**src/rtl/beep_arbiter_if.sv**
```systemverilog
// beep_arbiter_if: request/status bundle between the tone requesters and the buzzer arbiter.
// The master side raises request pulses and mute; the slave side (the arbiter) reports
// buzzer drive, busy, the served requester and the grant/done pulses.
interface beep_arbiter_if;
  logic [3:0] req;
  logic       mute;
  logic       beep;
  logic       busy;
  logic [1:0] active_id;
  logic [3:0] grant;
  logic [3:0] done;

  modport master (
    output req, mute,
    input  beep, busy, active_id, grant, done
  );

  modport slave (
    input  req, mute,
    output beep, busy, active_id, grant, done
  );
endinterface

```
**src/rtl/beep_arbiter.sv**
```systemverilog
// beep_arbiter: shares one buzzer between four tone requesters.
// One-cycle request pulses latch into pending bits and are served one at a time,
// highest index first, each as a square-wave burst of fixed pitch and length
// followed by a silent gap. A higher-priority request preempts a running tone.
// Build macro BEEP_ARB_REQUEUE_EN: when defined, a preempted requester is put back
// into pending and later replays its full tone; when undefined it is dropped.
module beep_arbiter #(
  parameter int unsigned MS_CNT = 50000,
  parameter int unsigned DIV0   = 12500,
  parameter int unsigned DIV1   = 19000,
  parameter int unsigned DIV2   = 25000,
  parameter int unsigned DIV3   = 9500,
  parameter int unsigned DUR0   = 50,
  parameter int unsigned DUR1   = 150,
  parameter int unsigned DUR2   = 400,
  parameter int unsigned DUR3   = 800,
  parameter int unsigned GAP_MS = 20
) (
  input  logic          clk,
  input  logic          rst_n,
  beep_arbiter_if.slave bus
);

  function automatic int unsigned maxOf(input int unsigned a, input int unsigned b);
    return (a > b) ? a : b;
  endfunction

  // Bits needed to count 0..maxVal-1, never less than one.
  function automatic int unsigned widthFor(input int unsigned maxVal);
    return (maxVal > 1) ? int'($clog2(maxVal)) : 1;
  endfunction

  localparam int unsigned DIV_MAX = maxOf(maxOf(DIV0, DIV1), maxOf(DIV2, DIV3));
  localparam int unsigned DUR_MAX = maxOf(maxOf(maxOf(DUR0, DUR1), maxOf(DUR2, DUR3)), GAP_MS);
  localparam int unsigned HW      = widthFor(DIV_MAX);
  localparam int unsigned MW      = widthFor(MS_CNT);
  localparam int unsigned DW      = widthFor(DUR_MAX);

  typedef enum logic [1:0] {IDLE, TONE, GAP} state_e;

  // Last half-period count for the given requester (toggle point).
  function automatic logic [HW-1:0] halfLast(input logic [1:0] id);
    case (id)
      2'd0:    halfLast = HW'(DIV0 - 1);
      2'd1:    halfLast = HW'(DIV1 - 1);
      2'd2:    halfLast = HW'(DIV2 - 1);
      default: halfLast = HW'(DIV3 - 1);
    endcase
  endfunction

  // Duration counter reload for the given requester: tone length in ms minus one.
  function automatic logic [DW-1:0] durLast(input logic [1:0] id);
    case (id)
      2'd0:    durLast = DW'(DUR0 - 1);
      2'd1:    durLast = DW'(DUR1 - 1);
      2'd2:    durLast = DW'(DUR2 - 1);
      default: durLast = DW'(DUR3 - 1);
    endcase
  endfunction

  state_e        state_q,    state_d;
  logic [3:0]    pending_q,  pending_d;
  logic [1:0]    activeId_q, activeId_d;
  logic [HW-1:0] hpCnt_q,    hpCnt_d;
  logic [MW-1:0] msCnt_q,    msCnt_d;
  logic [DW-1:0] durCnt_q,   durCnt_d;
  logic          toneBit_q,  toneBit_d;
  logic          beep_q,     beep_d;
  logic [3:0]    grant_q,    grant_d;
  logic [3:0]    done_q,     done_d;

  logic [3:0]    reqSet;
  logic [3:0]    clrMask;
  logic [3:0]    requeue;
  logic          hiValid;
  logic [1:0]    hiIdx;
  logic          doGrant;
  logic          msWrap;

  // Register all state; reset silences the buzzer and forgets every request at once.
  always_ff @(posedge clk or negedge rst_n) begin
    if (!rst_n) begin
      state_q    <= IDLE;
      pending_q  <= '0;
      activeId_q <= '0;
      hpCnt_q    <= '0;
      msCnt_q    <= '0;
      durCnt_q   <= '0;
      toneBit_q  <= 1'b0;
      beep_q     <= 1'b0;
      grant_q    <= '0;
      done_q     <= '0;
    end else begin
      state_q    <= state_d;
      pending_q  <= pending_d;
      activeId_q <= activeId_d;
      hpCnt_q    <= hpCnt_d;
      msCnt_q    <= msCnt_d;
      durCnt_q   <= durCnt_d;
      toneBit_q  <= toneBit_d;
      beep_q     <= beep_d;
      grant_q    <= grant_d;
      done_q     <= done_d;
    end
  end

  // Arbitration, tone/gap timing and pending bookkeeping for the next edge.
  always_comb begin
    state_d    = state_q;
    activeId_d = activeId_q;
    hpCnt_d    = hpCnt_q;
    msCnt_d    = msCnt_q;
    durCnt_d   = durCnt_q;
    toneBit_d  = toneBit_q;
    grant_d    = '0;
    done_d     = '0;
    clrMask    = '0;
    requeue    = '0;
    doGrant    = 1'b0;
    hiValid    = 1'b0;
    hiIdx      = 2'd0;
    msWrap     = (msCnt_q == MW'(MS_CNT - 1));

    // A request from the requester already playing is a retrigger, not a new request.
    reqSet = bus.req;
    if (state_q == TONE) begin
      reqSet[activeId_q] = 1'b0;
    end

    for (int k = 0; k < 4; k++) begin
      if (pending_q[k]) begin
        hiValid = 1'b1;
        hiIdx   = 2'(k);
      end
    end

    case (state_q)
      IDLE: begin
        if (hiValid) begin
          doGrant = 1'b1;
        end
      end

      TONE: begin
        if (hiValid && (hiIdx > activeId_q)) begin
          doGrant = 1'b1;
`ifdef BEEP_ARB_REQUEUE_EN
          requeue[activeId_q] = 1'b1;
`endif
        end else begin
          if (hpCnt_q == halfLast(activeId_q)) begin
            hpCnt_d   = '0;
            toneBit_d = ~toneBit_q;
          end else begin
            hpCnt_d = hpCnt_q + 1'b1;
          end

          if (bus.req[activeId_q]) begin
            msCnt_d  = '0;
            durCnt_d = durLast(activeId_q);
          end else if (msWrap) begin
            msCnt_d = '0;
            if (durCnt_q == '0) begin
              state_d             = GAP;
              done_d[activeId_q]  = 1'b1;
              toneBit_d           = 1'b0;
              hpCnt_d             = '0;
              durCnt_d            = DW'(GAP_MS - 1);
            end else begin
              durCnt_d = durCnt_q - 1'b1;
            end
          end else begin
            msCnt_d = msCnt_q + 1'b1;
          end
        end
      end

      GAP: begin
        if (msWrap) begin
          msCnt_d = '0;
          if (durCnt_q == '0) begin
            state_d = IDLE;
          end else begin
            durCnt_d = durCnt_q - 1'b1;
          end
        end else begin
          msCnt_d = msCnt_q + 1'b1;
        end
      end

      default: begin
        state_d = IDLE;
      end
    endcase

    if (doGrant) begin
      state_d         = TONE;
      activeId_d      = hiIdx;
      grant_d[hiIdx]  = 1'b1;
      clrMask[hiIdx]  = 1'b1;
      hpCnt_d         = '0;
      toneBit_d       = 1'b1;
      msCnt_d         = '0;
      durCnt_d        = durLast(hiIdx);
    end

    pending_d = (pending_q & ~clrMask) | reqSet | requeue;
    beep_d    = toneBit_d & (state_d == TONE) & ~bus.mute;
  end

  assign bus.beep      = beep_q;
  assign bus.busy      = (state_q != IDLE);
  assign bus.active_id = activeId_q;
  assign bus.grant     = grant_q;
  assign bus.done      = done_q;

endmodule

```
**src/flat_wrapper.sv**
```systemverilog
// flat-port wrapper written by rule: the top's interface ports become plain ports
module beep_arbiter_flat 
#(
  parameter int unsigned MS_CNT = 50000,
  parameter int unsigned DIV0   = 12500,
  parameter int unsigned DIV1   = 19000,
  parameter int unsigned DIV2   = 25000,
  parameter int unsigned DIV3   = 9500,
  parameter int unsigned DUR0   = 50,
  parameter int unsigned DUR1   = 150,
  parameter int unsigned DUR2   = 400,
  parameter int unsigned DUR3   = 800,
  parameter int unsigned GAP_MS = 20
)
  (clk, rst_n, bus_req, bus_mute, bus_beep, bus_busy, bus_active_id, bus_grant, bus_done);
  beep_arbiter_if bus_i ();
  input  logic clk;
  input  logic rst_n;
  input wire logic [$bits(bus_i.req)-1:0] bus_req;
  input wire logic [$bits(bus_i.mute)-1:0] bus_mute;
  output wire logic [$bits(bus_i.beep)-1:0] bus_beep;
  output wire logic [$bits(bus_i.busy)-1:0] bus_busy;
  output wire logic [$bits(bus_i.active_id)-1:0] bus_active_id;
  output wire logic [$bits(bus_i.grant)-1:0] bus_grant;
  output wire logic [$bits(bus_i.done)-1:0] bus_done;
  assign bus_i.req = bus_req;
  assign bus_i.mute = bus_mute;
  assign bus_beep = bus_i.beep;
  assign bus_busy = bus_i.busy;
  assign bus_active_id = bus_i.active_id;
  assign bus_grant = bus_i.grant;
  assign bus_done = bus_i.done;
  beep_arbiter #(.MS_CNT(MS_CNT), .DIV0(DIV0), .DIV1(DIV1), .DIV2(DIV2), .DIV3(DIV3), .DUR0(DUR0), .DUR1(DUR1), .DUR2(DUR2), .DUR3(DUR3), .GAP_MS(GAP_MS)) u_core (.clk(clk), .rst_n(rst_n), .bus(bus_i));
endmodule
```
**config.mk**
```make
export PLATFORM = sky130hd
export DESIGN_NAME = beep_arbiter_flat
export DESIGN_NICKNAME = d
export VERILOG_FILES = /design/src/rtl/beep_arbiter_if.sv /design/src/rtl/beep_arbiter.sv /design/src/flat_wrapper.sv
export SDC_FILE = /design/constraint.sdc
export NUM_CORES = 1
export LEC_CHECK = 0
export CORE_MARGIN = 1
export CORE_UTILIZATION = 50
export CTS_BUF_LIST = sky130_fd_sc_hd__clkbuf_8
export DETAILED_ROUTE_END_ITERATION = 10
export PLACE_DENSITY = 0.74
export SLEW_MARGIN = 20
export SYNTH_ARGS = -nofsm -noshare
export SYNTH_HDL_FRONTEND = slang
export SYNTH_SLANG_ARGS = --single-unit
```
**constraint.sdc**
```tcl
create_clock -name clk -period 5.1 [get_ports clk]
set_input_delay 0.765 -clock clk [delete_from_list [all_inputs] [get_ports clk]]
set_output_delay 0.765 -clock clk [all_outputs]
set_load 0.01 [all_outputs]
```
==> out/qor.yml <==
floorplan:
  initial_core_util: 0.5195
  die-area_mm2: 0.007399
  rows: 30
  fp.dieW_um: 86.02
  io_pins: 19
  core_area_mm2: 0.006794
  fp.dieH_um: 86.02
setup_path:
  path_cells: "a21oi_1, ha_1, nor2b_1, o2111a_1, nor2_1, nor2_1, a31oi_1, o221a_2"
  critical_path.max_stage_delay_ns: 0.85
  r2r_setup_slack_ns: 1.92
  start_kind: "flop"
  r2r_end: "u_core.durCnt_q[8]$_DFFE_PN0P_"
  cp_max_fo: 17
  slowest_stage: "nor2_1"
  crit_cells: 8
  cpLargestDelayFamily: "compound AO/OA/AOI/OAI gates"
  path_class: "reg2reg"
  crit_buf_inv: 0
  rr_startpoint: "u_core.pending_q[1]$_DFF_PN0_"
  rr_worst_depth: 8
  cp.required_ns: 5.39
  endpoint_kind: "flop"
  cp_common_cell: "nor2_1"
  arrival_ns: 3.47
global_route:
  grt_pass1_vias: 2843
  grt_max_degree: 60
  track_usage: 0.2390
  grt_pass1_wl_um: 13680
  antenna_found_initial: 0
  grt_overflow: 0
hold_path:
  min_path_type: "reg2reg"
  whs_endpoint: "u_core.msCnt_q[15]$_DFFE_PN0P_"
  hold_depth: 1
  worstHoldStart: "u_core.msCnt_q[15]$_DFFE_PN0P_"
timing:
  slew_viol_final: 0
  finClkSkew_ns: 0.01136
  finalHoldViolCount: 0
  fin_crit_ns: 3.179
  worst_pin_slew_ns: 1.097
  max-slew-margin-rel: 0.2661
  rsz0062_at_grt: "false"
  totalNegativeSetupSlack_ns: 0
  max_freq_ghz: 0.3145
  min_period_over_period: 0.6234
  setup_viol: 0
placed_design:
  dp_hpwl_um: 5614
  port_buffers: 18
  place_congestion: 0.8558
final_layout:
  multiInputGateArea_mm2: 0.001943
  num-fill-cells: 590
  antennaDiodeCount: 0
  nNetsFinal: 429
  seqCellArea_mm2: 0.001476
  syn2layout_area_growth_pct: 12.97
  layout-drive-gt1-share: 0.08889
  postLayoutCoreUtil: 0.5869
synth:
  synthArstFlopShare: 1.000
  synth-seq-cells: 59
  synth-edff-count: 0
  ys_warn_count: 0
  syn_nets: 406
  synth_top_area_frac: 0.4183
  avgSynthCellArea_um2: 9.362
  synth_ff_type: "dfrtp_1"
  ys_seq_area_frac: 0.4183
  synth_cell_types: 68
  syn-instance-count: 377
  yosys.area.top_type: "dfrtp_1"
  synthTopCellsByArea: "dfrtp_1, ha_1, o21ai_0"
  syn_area_mm2: 0.003530
routing:
  drc_errors: 0
  vias: 2939
  ant_nets: 0
  drt_pass1_iterations: 4
  vias_per_cell: 5.866
  drtIter0Drc: 253
  wl_per_cell_um: 16.18
  routed_wl_um: 8105
run_status:
  status: "complete, no violations"
clock_network:
  numClockSinks: 59
  clk_pin_slew_ns: 0.07
  root_buffer: "clkbuf_8"
  ctsLongestPathBuffers: 2
  post_cts_buffers: 0
  cts_hold_buf: 0
  cts_resized: 0
  cts_buffers: 9
  clock_latency_ns: 0.35
  cts_max_level: 3
  cts_tree: "built"
flow_run:
  cap_viol_max_count: 0
power:
  powerDensity_mw_per_mm2: 233.5
  max-vdd-ir-drop_uv: 169.4
  leakagePower_nw: 1.704
cell type report:
class | count | area share
Clock inverter | 6 | 0.01412
Timing Repair Buffer | 19 | 0.04581
Sequential cell | 59 | 0.3703
Multi-Input combinational cell | 292 | 0.4873
Tap cell | 96 | 0.03012
Clock buffer | 10 | 0.03452
Inverter | 19 | 0.01789
cells in the final DEF (no fill, tap or decap), types with 8 or more instances in the layout:
master            n
a21oi_1          15
and3_1           14
clkbuf_8         10
clkdlybuf4s50_1  17
dfrtp_1          59
ha_1             22
inv_1            20
nand2_1          36
nand3_1          13
nand4_1           8
nor2_1           33
o21ai_0          34
xnor2_1          10
xor2_1            9
metal layers:
metal,wire [µm],global-route usage,vias to the layer above
li1,-,-,1424
met1,3782,0.3175,1443
met2,3858,0.3781,58
met3,314,0.04524,14
met4,150,0.1106,0
met5,0,0,-
per-stage QoR:
step	setup WS, ns	area (µm²)	hold slack [ns]	power (mW)	std cells
final	1.921	3988	0.4822	0.9311	501
after global routing	1.621	3988	0.5089	0.9612	501
after CTS	1.970	3988	0.4810	0.9380	501
after detailed placement	1.975	3794	0.4745	0.5105	485
after global placement	2.139	3794	0.4711	0.5097	485
after floorplan	2.535	3530	0.4368	0.4930	377
power by group:
part	switching, mW	total [mW]	internal, mW
Combinational	0.0148	0.0242	0.00946
Sequential	0.00518	0.477	0.471
Clock	0.196	0.430	0.234
state kept, by name, indices dropped and copies added (netlist names), 2 cells and up:
signal / cells
u_core.durCnt_q: 10
u_core.bus.active_id: 2
u_core.bus.grant: 4
u_core.pending_q: 4
u_core.hpCnt_q: 15
u_core.state_q: 2
u_core.bus.done: 4
u_core.msCnt_q: 16
worst max path at each step:
| stage | startpoint | to | slack [ns] |
|---|---|---|---|
| 6_report | u_core.pending_q[1]$_DFF_PN0_ | u_core.durCnt_q[8]$_DFFE_PN0P_ | 1.92 |
| 5_1_grt | u_core.pending_q[2]$_DFF_PN0_ | u_core.msCnt_q[12]$_DFFE_PN0P_ | 1.62 |
| 4_1_cts | u_core.pending_q[1]$_DFF_PN0_ | u_core.durCnt_q[3]$_DFFE_PN0P_ | 1.97 |
| 3_5_place_dp | u_core.pending_q[1]$_DFF_PN0_ | u_core.durCnt_q[3]$_DFFE_PN0P_ | 1.98 |
| 3_3_place_gp | bus_req[0] | u_core.msCnt_q[15]$_DFFE_PN0P_ | 2.14 |
| 2_1_floorplan | u_core.bus.active_id[0]$_DFFE_PN0N_ | u_core.bus.beep$_DFF_PN0_ | 2.54 |
cells by family (layout without fill, tap and decap cells):
kind of cell,after synthesis,in the layout,synth area share
flip-flops,59,59,0.4183
AND/OR/NAND/NOR,157,157,0.2446
multiplexers,2,2,0.009216
buffers and inverters,26,54,0.03119
AO/OA/AOI/OAI,92,92,0.1716
adder cells (fa/ha/maj),22,22,0.07799
XOR/XNOR,19,19,0.04715
cell usage after synthesis, types with 5 or more instances:
| cell | count |
|---|---|
| a21oi_1 | 15 |
| and2_1 | 7 |
| and3_1 | 14 |
| dfrtp_1 | 59 |
| ha_1 | 22 |
| inv_1 | 19 |
| nand2_1 | 36 |
| nand3_1 | 13 |
| nand4_1 | 8 |
| nor2_1 | 33 |
| nor2b_1 | 6 |
| nor3_1 | 6 |
| nor4_1 | 5 |
| o21ai_0 | 34 |
| or3_1 | 6 |
| xnor2_1 | 10 |
| xor2_1 | 9 |
Note: power is estimated with default switching activity, not from simulation.
